<file path="config.mk">
export PLATFORM = sky130hd
export DESIGN_NAME = dp_tile_source
export DESIGN_NICKNAME = d
export VERILOG_FILES = /design/src/rtl/dp_tile_source_pkg.sv /design/src/rtl/dp_tile_source_beat_gen.sv /design/src/rtl/dp_tile_source.sv
export SDC_FILE = /design/constraint.sdc
export NUM_CORES = 2
export LEC_CHECK = 0
export ABC_AREA = 0
export CAP_MARGIN = 20
export CORE_ASPECT_RATIO = 1.5
export CORE_MARGIN = 2
export CORE_UTILIZATION = 62
export CTS_CLUSTER_SIZE = 10
export DETAILED_ROUTE_END_ITERATION = 16
export PLACE_DENSITY = 0.79
export SYNTH_ARGS = -nofsm -noshare
export SYNTH_HDL_FRONTEND = slang
export SYNTH_SLANG_ARGS = --single-unit
</file>
<file path="constraint.sdc">
create_clock -name clk_i -period 7.45 [get_ports clk_i]
set_input_delay 0.745 -clock clk_i [delete_from_list [all_inputs] [get_ports clk_i]]
set_output_delay 0.745 -clock clk_i [all_outputs]
set_load 0.01 [all_outputs]
</file>
<file path="src/rtl/dp_tile_source_pkg.sv">
// Shared geometry, control/status bundles and FSM encoding for the tile source.
package dp_tile_source_pkg;

    localparam int RRAM_DOTP_HEIGHT = 16;
    localparam int RRAM_DOTP_WIDTH  = 16;
    localparam int WORD_SIZE        = 32;
    localparam int WORD_SIZE_MATRIX = 8;
    localparam int DATA_WIDTH       = 32;

    localparam int MAT_ELEMS_PER_BEAT = DATA_WIDTH / WORD_SIZE_MATRIX;
    localparam int VEC_ELEMS_PER_BEAT = DATA_WIDTH / WORD_SIZE;

    // One matrix row occupies a fixed number of beat slots regardless of the active width.
    localparam int MAT_ROW_BEATS = RRAM_DOTP_WIDTH / MAT_ELEMS_PER_BEAT;
    localparam int MAT_DEPTH     = RRAM_DOTP_HEIGHT * MAT_ROW_BEATS;
    localparam int VEC_DEPTH     = RRAM_DOTP_HEIGHT / VEC_ELEMS_PER_BEAT;
    localparam int MAT_AW        = $clog2(MAT_DEPTH);
    localparam int VEC_AW        = $clog2(VEC_DEPTH);

    typedef struct packed {
        logic       start;
        logic       clear;
        logic [7:0] w;
        logic [7:0] h;
    } dp_src_ctrl_t;

    typedef struct packed {
        logic busy;
        logic done;
    } dp_src_flags_t;

    typedef enum logic [1:0] {
        IDLE = 2'd0,
        SEND = 2'd1,
        DONE = 2'd2
    } dp_src_state_e;

    // Oversized requests are served as the largest tile the buffers can hold.
    function automatic logic [7:0] clamp_dim(input logic [7:0] dim, input logic [7:0] max_dim);
        return (dim > max_dim) ? max_dim : dim;
    endfunction

endpackage

</file>
<file path="src/rtl/dp_tile_source_beat_gen.sv">
// One outgoing stream: walks a (row, col) element index, fetches each beat from the
// owning buffer one cycle ahead, zero-pads lanes past the active width and flags the end.
module dp_tile_source_beat_gen #(
    parameter int ELEMS     = 4,
    parameter int ES        = 8,
    parameter int DW        = 32,
    parameter int ROW_BEATS = 4,
    parameter int AW        = 6
) (
    input  logic          clk_i,
    input  logic          rst_i,
    input  logic          start_i,
    input  logic          clear_i,
    input  logic [7:0]    n_rows_i,
    input  logic [7:0]    n_cols_i,
    input  logic          ready_i,
    input  logic [DW-1:0] rdata_i,
    output logic          valid_o,
    output logic [DW-1:0] data_o,
    output logic          rd_en_o,
    output logic [AW-1:0] rd_addr_o,
    output logic          last_hs_o,
    output logic          fin_o
);

    logic [7:0] row_q, row_d, col_q, col_d;
    logic [7:0] rows_q, rows_d, cols_q, cols_d;
    logic       valid_q, valid_d, fin_q, fin_d;
    logic       hs, col_more, row_more, is_last;

    function automatic logic [AW-1:0] beat_addr(input logic [7:0] row, input logic [7:0] col);
        return AW'(16'(row) * 16'(ROW_BEATS) + 16'(col / 8'(ELEMS)));
    endfunction

    // Position of the current beat within the active tile.
    always_comb begin
        hs       = valid_q & ready_i;
        col_more = (9'(col_q) + 9'(ELEMS)) < 9'(cols_q);
        row_more = (9'(row_q) + 9'd1) < 9'(rows_q);
        is_last  = !col_more && !row_more;
    end

    // Index advance; the buffer read for the next beat is issued in the handshake cycle.
    always_comb begin
        row_d     = row_q;
        col_d     = col_q;
        rows_d    = rows_q;
        cols_d    = cols_q;
        valid_d   = valid_q;
        fin_d     = fin_q;
        rd_en_o   = 1'b0;
        rd_addr_o = beat_addr(row_q, col_q);
        if (clear_i) begin
            row_d   = 8'd0;
            col_d   = 8'd0;
            valid_d = 1'b0;
            fin_d   = 1'b0;
        end else if (start_i) begin
            rows_d    = n_rows_i;
            cols_d    = n_cols_i;
            row_d     = 8'd0;
            col_d     = 8'd0;
            valid_d   = 1'b1;
            fin_d     = 1'b0;
            rd_en_o   = 1'b1;
            rd_addr_o = '0;
        end else if (hs) begin
            if (is_last) begin
                valid_d = 1'b0;
                fin_d   = 1'b1;
            end else begin
                if (col_more) begin
                    col_d = col_q + 8'(ELEMS);
                end else begin
                    col_d = 8'd0;
                    row_d = row_q + 8'd1;
                end
                rd_en_o   = 1'b1;
                rd_addr_o = beat_addr(row_d, col_d);
            end
        end
    end

    // Index, dimension and valid/finished registers.
    always_ff @(posedge clk_i) begin
        if (rst_i) begin
            row_q   <= 8'd0;
            col_q   <= 8'd0;
            rows_q  <= 8'd0;
            cols_q  <= 8'd0;
            valid_q <= 1'b0;
            fin_q   <= 1'b0;
        end else begin
            row_q   <= row_d;
            col_q   <= col_d;
            rows_q  <= rows_d;
            cols_q  <= cols_d;
            valid_q <= valid_d;
            fin_q   <= fin_d;
        end
    end

    // Lanes beyond the active width read as zero; with cols cleared on reset the whole beat is zero.
    genvar gi;
    generate
        for (gi = 0; gi < ELEMS; gi++) begin : g_lane
            logic lane_on;
            assign lane_on = (9'(col_q) + 9'(gi)) < 9'(cols_q);
            assign data_o[gi*ES +: ES] = lane_on ? rdata_i[gi*ES +: ES] : '0;
        end
    endgenerate

    assign valid_o   = valid_q;
    assign last_hs_o = hs & is_last;
    assign fin_o     = fin_q;

endmodule

</file>
<file path="src/rtl/dp_tile_source.sv">
// Tile source: matrix and vector buffers loaded beat by beat, replayed as two
// independent valid/ready streams in the order the dot-product engine consumes them.
module dp_tile_source
    import dp_tile_source_pkg::*;
(
    input  logic                    clk_i,
    input  logic                    rst_i,
    input  logic                    ld_we_i,
    input  logic                    ld_sel_i,
    input  logic [7:0]              ld_addr_i,
    input  logic [DATA_WIDTH-1:0]   ld_data_i,
    input  logic                    start_i,
    input  logic                    clear_i,
    input  logic [7:0]              sub_mat_width_i,
    input  logic [7:0]              sub_mat_height_i,
    output logic                    mat_valid_o,
    input  logic                    mat_ready_i,
    output logic [DATA_WIDTH-1:0]   mat_data_o,
    output logic [DATA_WIDTH/8-1:0] mat_strb_o,
    output logic                    vec_valid_o,
    input  logic                    vec_ready_i,
    output logic [DATA_WIDTH-1:0]   vec_data_o,
    output logic [DATA_WIDTH/8-1:0] vec_strb_o,
    output logic                    busy_o,
    output logic                    done_o
);

    dp_src_ctrl_t  ctrl;
    dp_src_flags_t flags;
    dp_src_state_e state_q, state_d;

    logic [7:0]            w_clamped, h_clamped;
    logic                  zero_dim, gen_start, both_fin;
    logic                  mat_rd_en, vec_rd_en;
    logic [MAT_AW-1:0]     mat_rd_addr;
    logic [VEC_AW-1:0]     vec_rd_addr;
    logic                  mat_last_hs, vec_last_hs, mat_fin, vec_fin;
    logic [DATA_WIDTH-1:0] mat_rdata_q, vec_rdata_q;
    logic [DATA_WIDTH-1:0] mat_mem [MAT_DEPTH];
    logic [DATA_WIDTH-1:0] vec_mem [VEC_DEPTH];

    assign ctrl      = '{start: start_i, clear: clear_i, w: sub_mat_width_i, h: sub_mat_height_i};
    assign w_clamped = clamp_dim(ctrl.w, 8'(RRAM_DOTP_WIDTH));
    assign h_clamped = clamp_dim(ctrl.h, 8'(RRAM_DOTP_HEIGHT));
    assign zero_dim  = (w_clamped == 8'd0) || (h_clamped == 8'd0);
    // A stream counts as finished already in its final handshake cycle so done lands one cycle later.
    assign both_fin  = (mat_fin | mat_last_hs) & (vec_fin | vec_last_hs);

    // FSM state register.
    always_ff @(posedge clk_i) begin
        if (rst_i) state_q <= IDLE;
        else       state_q <= state_d;
    end

    // FSM next state; clear overrides everything, a start while sending is ignored.
    always_comb begin
        state_d = state_q;
        case (state_q)
            IDLE, DONE: if (ctrl.start) state_d = zero_dim ? DONE : SEND;
            SEND:       if (both_fin)   state_d = DONE;
            default:    state_d = IDLE;
        endcase
        if (ctrl.clear) state_d = IDLE;
    end

    // FSM outputs.
    always_comb begin
        flags.busy = (state_q == SEND);
        flags.done = (state_q == DONE);
        gen_start  = ctrl.start && !ctrl.clear && (state_q != SEND) && !zero_dim;
    end

    // Matrix buffer: loads are dropped while replaying; registered read feeds the stream.
    always_ff @(posedge clk_i) begin
        if (ld_we_i && !ld_sel_i && !flags.busy && (ld_addr_i < 8'(MAT_DEPTH)))
            mat_mem[ld_addr_i[MAT_AW-1:0]] <= ld_data_i;
        if (mat_rd_en)
            mat_rdata_q <= mat_mem[mat_rd_addr];
    end

    // Vector buffer: same load rules as the matrix buffer.
    always_ff @(posedge clk_i) begin
        if (ld_we_i && ld_sel_i && !flags.busy && (ld_addr_i < 8'(VEC_DEPTH)))
            vec_mem[ld_addr_i[VEC_AW-1:0]] <= ld_data_i;
        if (vec_rd_en)
            vec_rdata_q <= vec_mem[vec_rd_addr];
    end

    dp_tile_source_beat_gen #(
        .ELEMS(MAT_ELEMS_PER_BEAT), .ES(WORD_SIZE_MATRIX), .DW(DATA_WIDTH),
        .ROW_BEATS(MAT_ROW_BEATS), .AW(MAT_AW)
    ) u_mat_gen (
        .clk_i(clk_i), .rst_i(rst_i), .start_i(gen_start), .clear_i(ctrl.clear),
        .n_rows_i(h_clamped), .n_cols_i(w_clamped), .ready_i(mat_ready_i),
        .rdata_i(mat_rdata_q), .valid_o(mat_valid_o), .data_o(mat_data_o),
        .rd_en_o(mat_rd_en), .rd_addr_o(mat_rd_addr), .last_hs_o(mat_last_hs), .fin_o(mat_fin)
    );

    // The vector is a single row whose length is the tile height.
    dp_tile_source_beat_gen #(
        .ELEMS(VEC_ELEMS_PER_BEAT), .ES(WORD_SIZE), .DW(DATA_WIDTH),
        .ROW_BEATS(1), .AW(VEC_AW)
    ) u_vec_gen (
        .clk_i(clk_i), .rst_i(rst_i), .start_i(gen_start), .clear_i(ctrl.clear),
        .n_rows_i(8'd1), .n_cols_i(h_clamped), .ready_i(vec_ready_i),
        .rdata_i(vec_rdata_q), .valid_o(vec_valid_o), .data_o(vec_data_o),
        .rd_en_o(vec_rd_en), .rd_addr_o(vec_rd_addr), .last_hs_o(vec_last_hs), .fin_o(vec_fin)
    );

    assign mat_strb_o = '1;
    assign vec_strb_o = '1;
    assign busy_o     = flags.busy;
    assign done_o     = flags.done;

endmodule

</file>
* After elaboration in Yosys (flattened, before gate mapping)
Memories as Yosys holds them, arrays and structs flattened. A register that Yosys moved wholly into a read port is not among the register bits. Cells that the tools add are included.
Word-level totals: register bits 55, memory bits (writable) 2560, input port bits 64, output and inout port bits 76, logic and storage cells 152, memories 2
Cells by class: $add $sub $neg 15, order comparisons 13, equality and inequality tests 5, muxes and demuxes 57, bitwise logic cells 10, reductions and logical operators 38
Memory list:
- mat_mem | words 64, bits a word 32, rd ports 1, clocked after Yosys merged registers in 1, wr ports 1, RTL line dp_tile_source.sv:39 | logic [DATA_WIDTH-1:0] mat_mem [MAT_DEPTH];
- vec_mem | words 16, bits a word 32, rd ports 1, clocked after Yosys merged registers in 1, wr ports 1, RTL line dp_tile_source.sv:40 | logic [DATA_WIDTH-1:0] vec_mem [VEC_DEPTH];
Operators with widths (count):
- 8-bit two-way mux | 26
- 9-bit by 8-bit less-than comparator with 1-bit output | 6
- 8-bit by 1-bit adder with 9-bit output, second input constant | 4
- 32-bit two-way mux | 1
- 8-bit by 1-bit adder with 8-bit output, second input constant | 3
- 6-bit two-way mux | 4
- 8-bit by 2-bit adder with 9-bit output, second input constant | 2
- 1-bit two-way mux | 18
- 8-bit by 5-bit greater-than comparator with 1-bit output, second input constant | 2
- 8-bit zero test | 2
- 8-bit less-than comparator | 2
- 4-bit two-way mux | 4
- 2-bit AND reduction | 8
- 6-bit adder | 2
- 1-bit logical AND | 11
- 8-bit by 3-bit adder with 9-bit output, second input constant | 1
- 9-bit by 1-bit less-than comparator with 1-bit output | 1
- 4-bit adder | 2
- 8-bit by 3-bit adder with 8-bit output, second input constant | 1
- 1-bit zero test | 8
- 8-bit by 5-bit less-than comparator with 1-bit output, second input constant | 1
- 8-bit by 7-bit less-than comparator with 1-bit output, second input constant | 1
- 2-bit nonzero test | 4
- 2-bit two-way mux | 3
- other kinds (12) | 21

* Longest topological paths before layout
word-level depth 13, depth in mapped cells 25, gate-level depth less buffers 21

* Modules after synthesis
A second synthesis with hierarchy kept.
Second synthesis, totals: cells, all modules 4874, area total of the unflattened synthesis 104509.0 µm²
Modules (own cells, without submodules):
- dp_tile_source | instances 1, cells each 4191, area an instance 99192.6 µm², seq. area each 78835.6 µm²
- dp_tile_source_beat_gen at u_vec_gen | instances 1, cells each 355, area an instance 2722.6 µm², seq. area each 680.7 µm²
- dp_tile_source_beat_gen at u_mat_gen | instances 1, cells each 328, area an instance 2593.7 µm², seq. area each 640.6 µm²

* Worst setup path after synthesis
No wires, ideal clock.
path kind register to register, from reg u_vec_gen.col_q[0], to reg vec_rdata_q[10] (read register of vec_mem) (data pin), library setup time 272 ps, data arrival time 5400 ps, required time 7178 ps, setup slack 1779 ps, stages on the path, launching flop included 17, buffers on the path 1, period minus slack after synthesis 5671 ps, cell sequence dfxtp_1 -> ha_1 -> and3_1 -> and3_1 -> xor2_1 -> ha_1 -> and4_1 -> o221ai_1 -> o2bb2ai_1 -> a32o_1 -> nand2_2 -> a21oi_1 -> o22a_1 -> nand2b_1 -> clkbuf_1 -> a221oi_1 -> or4_1
On the way: elaborated cells between the ends (all ways) 25, those cells by class add/sub (4); order compare (1); mux (18); reduce/logical (2)
RTL lines:
- from (decl) | RTL line dp_tile_source_beat_gen.sv:26 | logic [7:0] row_q, row_d, col_q, col_d;
- from (signal assigned) | RTL line dp_tile_source_beat_gen.sv:95 | col_q <= col_d;
- 8-bit by 1-bit adder with 9-bit output | RTL line dp_tile_source_beat_gen.sv:38 | col_more = (9'(col_q) + 9'(ELEMS)) < 9'(cols_q);
- 9-bit by 8-bit less-than comparator with 1-bit output | RTL line dp_tile_source_beat_gen.sv:38
- 1-bit zero test | RTL line dp_tile_source_beat_gen.sv:40 | is_last = !col_more && !row_more;
- 1-bit logical AND | RTL line dp_tile_source_beat_gen.sv:40
- 1-bit two-way mux | RTL line dp_tile_source_beat_gen.sv:68 | if (is_last) begin
- 1-bit two-way mux | RTL line dp_tile_source_beat_gen.sv:67 | end else if (hs) begin
- 1-bit two-way mux | RTL line dp_tile_source_beat_gen.sv:58 | end else if (start_i) begin
- 1-bit two-way mux | RTL line dp_tile_source_beat_gen.sv:53 | if (clear_i) begin
- via u_vec_gen.rd_en_o | RTL line dp_tile_source_beat_gen.sv:20 | output logic rd_en_o,
- to (decl) | RTL line dp_tile_source.sv:38 | logic [DATA_WIDTH-1:0] mat_rdata_q, vec_rdata_q;
The timed path passes the listed nets, and every way through them passes these cells. The select of a mux whose other input is x is not followed. A chain may end at the register's enable or synchronous reset.

* Worst setup path in the final report
from reg u_mat_gen.col_q[5], to reg mat_rdata_q[21] (read register of mat_mem) (data pin)
On the way: longest elaborated chain between the ends 12, elaborated cells between the ends (all ways) 25, those cells by class add/sub (4); order compare (1); mux (18); reduce/logical (2)
Ends and longest elaborated chain:
- from (decl) | RTL line dp_tile_source_beat_gen.sv:26
- from (signal assigned) | RTL line dp_tile_source_beat_gen.sv:95
- 8-bit by 3-bit adder with 9-bit output | RTL line dp_tile_source_beat_gen.sv:38
- 9-bit by 8-bit less-than comparator with 1-bit output | RTL line dp_tile_source_beat_gen.sv:38
- 8-bit two-way mux | RTL line dp_tile_source_beat_gen.sv:72 | if (col_more) begin
- 8-bit two-way mux | RTL line dp_tile_source_beat_gen.sv:68
- 8-bit two-way mux | RTL line dp_tile_source_beat_gen.sv:67
- 8-bit two-way mux | RTL line dp_tile_source_beat_gen.sv:58
- 8-bit two-way mux | RTL line dp_tile_source_beat_gen.sv:53
- 6-bit adder | RTL line dp_tile_source_beat_gen.sv:32 | return AW'(16'(row) * 16'(ROW_BEATS) + 16'(col / 8'(ELEMS)));
- 6-bit two-way mux | RTL line dp_tile_source_beat_gen.sv:68
- 6-bit two-way mux | RTL line dp_tile_source_beat_gen.sv:67
- 6-bit two-way mux | RTL line dp_tile_source_beat_gen.sv:58
- 6-bit two-way mux | RTL line dp_tile_source_beat_gen.sv:53
- to (decl) | RTL line dp_tile_source.sv:38
Several ways; a longest one is shown, not always the timed one. The select of a mux whose other input is x is not followed.

==> flow_summary.ini <==
[timing]
slew_viol_final = 0
relSlewSlack = 0.189
hold_viol = 0
fmax_mhz = 141
fin_crit_ps = 7100
tightest_slew_ps = 1220
tns_ps = 0
grt_setup_unrepaired = false
clock-skew-final_ps = 52.4
setup_violations = 0
final.period_utilization = 0.954

[clock_tree]
htree_levels = 5
clk_path_buf_depth = 4
cts_setup_buffers = 0
cts_sinks = 2677
cts_inserted_buffers = 318
cts_root_buf = clkbuf_16
clk_pin_slew_ps = 60
insertion_delay_ps = 960
ctsResizeCount = 0
ctsHoldBuffers = 0
cts_tree = built

[synth]
ys.flop_type = edfxtp_1
synth_simple_gate_area_frac = 0.0636
yosysUniqueCellTypes = 98
synthXorXnorAreaFrac = 0.00323
synth_mux_area_frac = 0.0782
synth_area_mm2 = 0.106
async_flop_share = 0
synth_top_family_by_area = multiplexers
ys_ff_latch = 2677
yosysWarnings = 0
synth_compound_area_frac = 0.0701
ys_seq_area_frac = 0.756
postSynthAreaPerCell_um2 = 16.9
synth-edff-count = 2624
synthCells = 6251
synth_adder_area_share = 0.00668

[grt]
grt_usage = 0.356
grt_antenna_before_repair = 26
grt_pass1_wl_um = 437000
grt.overflow.total = 0
grt_max_degree = 183
first_global_vias = 61800

[floorplan]
start_util = 0.624
rows = 185
io_pins = 140
die_y_um = 509
fp.dieW_um = 341
dieArea_mm2 = 0.174
core_area_mm2 = 0.169

[drt]
firstDrtPassIters = 6
num_vias = 62400
wl_per_cell_um = 34.8
drc = 0
vias_per_cell = 7.02
dr.first_iter.drc_count = 9222
drt-total-wl_um = 309000
ant_nets = 0

[power_and_ir_drop]
p_seq_frac = 0.547
power.switching_w = 0.00597
powerDensity_mw_per_mm2 = 254
switching_share = 0.197
peakVddDrop_mv = 0.252
p_clk_frac = 0.433
p_total_w = 0.0303
combPwrFrac = 0.019
leakagePower_nw = 38.8
power.internal_w = 0.0243

[setup_path]
arrival_ps = 7900
crit_slowest_cell = nor4_1
cp_num_buf_inv = 2
crit_chain = nand3_1 > nor2_1 > xor2_1 > ha_1 > and3_1 > nand2_1 > o21ai_2 > or2_2 > mux2i_1 > inv_1 > ha_1 > a21o_1 > a21oi_1 > xnor2_1 > or4b_2 > nand4_2 > a32o_1 > buf_4 > nand2_1 > o32ai_1 > nor4_1 > and4_1
crit_fanout = 19
cp-start-kind = flop
worst_setup_path_end_kind = flop
cp_top_family = simple AND/OR/NAND/NOR gates
required_ps = 8240
slowest_delay_ps = 780
worstSetupPathType = reg -> reg

[placed_design]
place_inst = 8513
portBuffers = 131
gp_congestion = 0.990
hpwl_um = 182000

[outcome]
outcome = completed

[layout]
mostFrequentLayoutCells = edfxtp_1 (2624), nand2_1 (743), mux2i_1 (360)
area_growth_pct = 12.7
layout.cells.non_filler = 8888
final_common_cell = edfxtp_1
layout-drive-gt1-share = 0.148
nets = 6710
n_fill_cell = 10100
final_util = 0.703

[run]
cap_viol_max_count = 0

[hold_path]
hold_class = in -> reg
-- cell usage after synthesis, types with 24 or more instances --
| cell | n | area (um2) |
|---|---|---|
| a211oi_1 | 53 | 398 |
| a21boi_0 | 31 | 233 |
| a21oi_1 | 305 | 1530 |
| a221oi_1 | 128 | 1120 |
| a22o_1 | 69 | 604 |
| a22oi_1 | 99 | 743 |
| a31oi_1 | 28 | 175 |
| and2_1 | 72 | 450 |
| and3_1 | 32 | 200 |
| buf_1 | 36 | 135 |
| buf_2 | 108 | 541 |
| buf_4 | 54 | 405 |
| buf_6 | 26 | 293 |
| clkbuf_1 | 152 | 571 |
| dfxtp_1 | 53 | 1060 |
| edfxtp_1 | 2624 | 78800 |
| ha_1 | 50 | 626 |
| inv_1 | 35 | 131 |
| mux2i_1 | 360 | 3600 |
| mux4_2 | 198 | 4460 |
| nand2_1 | 743 | 2790 |
| nand3_1 | 183 | 916 |
| nand4_1 | 30 | 188 |
| nor2_1 | 131 | 492 |
| nor3_1 | 112 | 561 |
| nor4_1 | 30 | 188 |
| o211ai_1 | 74 | 556 |
| o21ai_0 | 32 | 160 |
| o221ai_1 | 29 | 254 |
| o22ai_1 | 24 | 150 |
| or4_1 | 34 | 255 |
-- final timing paths --
check                         to  cells after the start                 from  slack (ps)
max reg2reg      mat_rdata_q[21]                     22   u_mat_gen.col_q[5]         350
max              mat_rdata_q[21]                     22   u_mat_gen.col_q[5]         350
min              vec_mem[14][12]                      1        ld_data_i[12]         220
min reg2reg  u_mat_gen.cols_q[3]                      2  u_mat_gen.cols_q[3]         470
-- power groups by stage --
stage / combinational [W] / clock, W / sequential, W
6_report: 0.000588 / 0.0131 / 0.0166
5_1_grt: 0.000606 / 0.0137 / 0.0166
4_1_cts: 0.000574 / 0.0132 / 0.0166
3_5_place_dp: 0.000572 / 0 / 0.0169
3_3_place_gp: 0.000553 / 0 / 0.0169
2_1_floorplan: 0.000139 / 0 / 0.0169
-- sequential cells by signal, summed over array words and instances, names as in the netlist --
name and cells:
mat_mem 2048, vec_mem 512, u_vec_gen.fin_o 1, u_mat_gen.cols_q 8, u_vec_gen.row_q 8, u_vec_gen.valid_o 1, vec_rdata_q 32, u_vec_gen.rows_q 1
u_mat_gen.rows_q 8, state_q 2, u_vec_gen.col_q 8, u_mat_gen.row_q 8, mat_rdata_q 32, u_mat_gen.fin_o 1, u_mat_gen.valid_o 1, u_mat_gen.col_q 6
-- per-layer routing --
layer  wire length, um  global-route usage  vias up  share of wire
met4             27500               0.263       24          0.089
met5               178                   0        -        0.00058
li1                  -                   -    25400              -
met3             35900              0.0752     1101           0.12
met2            150000               0.582     4838           0.48
met1             95800               0.420    31100           0.31
-- area by class of cell --
class | instances | area, um2 | share of cell area
tap | 2244 | 2810 | 0.0236
timing repair buffer | 405 | 3690 | 0.0310
antenna | 9 | 22.5 | 0.000189
inverter | 35 | 131 | 0.00110
clock buffer | 351 | 8160 | 0.0685
multi-input combinational | 3155 | 24200 | 0.203
clock inverter | 12 | 130 | 0.00109
sequential | 2677 | 79900 | 0.671
-- per-stage QoR --
stage | hold WS [ps] | area (um2) | setup WS, ps
finish | 222 | 119000 | 346
global route | 209 | 119000 | 89.2
CTS | 194 | 119000 | 575
detailed placement | 452 | 111000 | 634
global placement | 446 | 111000 | 642
floorplan | 430 | 106000 | 1780
-- cell families after synthesis --
kind of cell,after synthesis
flip-flops,2677
AND/OR/NAND/NOR,1448
AO/OA/AOI/OAI,1031
multiplexers,575
buffers and inverters,426
adder cells (fa/ha/maj),54
XOR/XNOR,39
other,1
No activity file was read; power rests on OpenSTA's default activity.
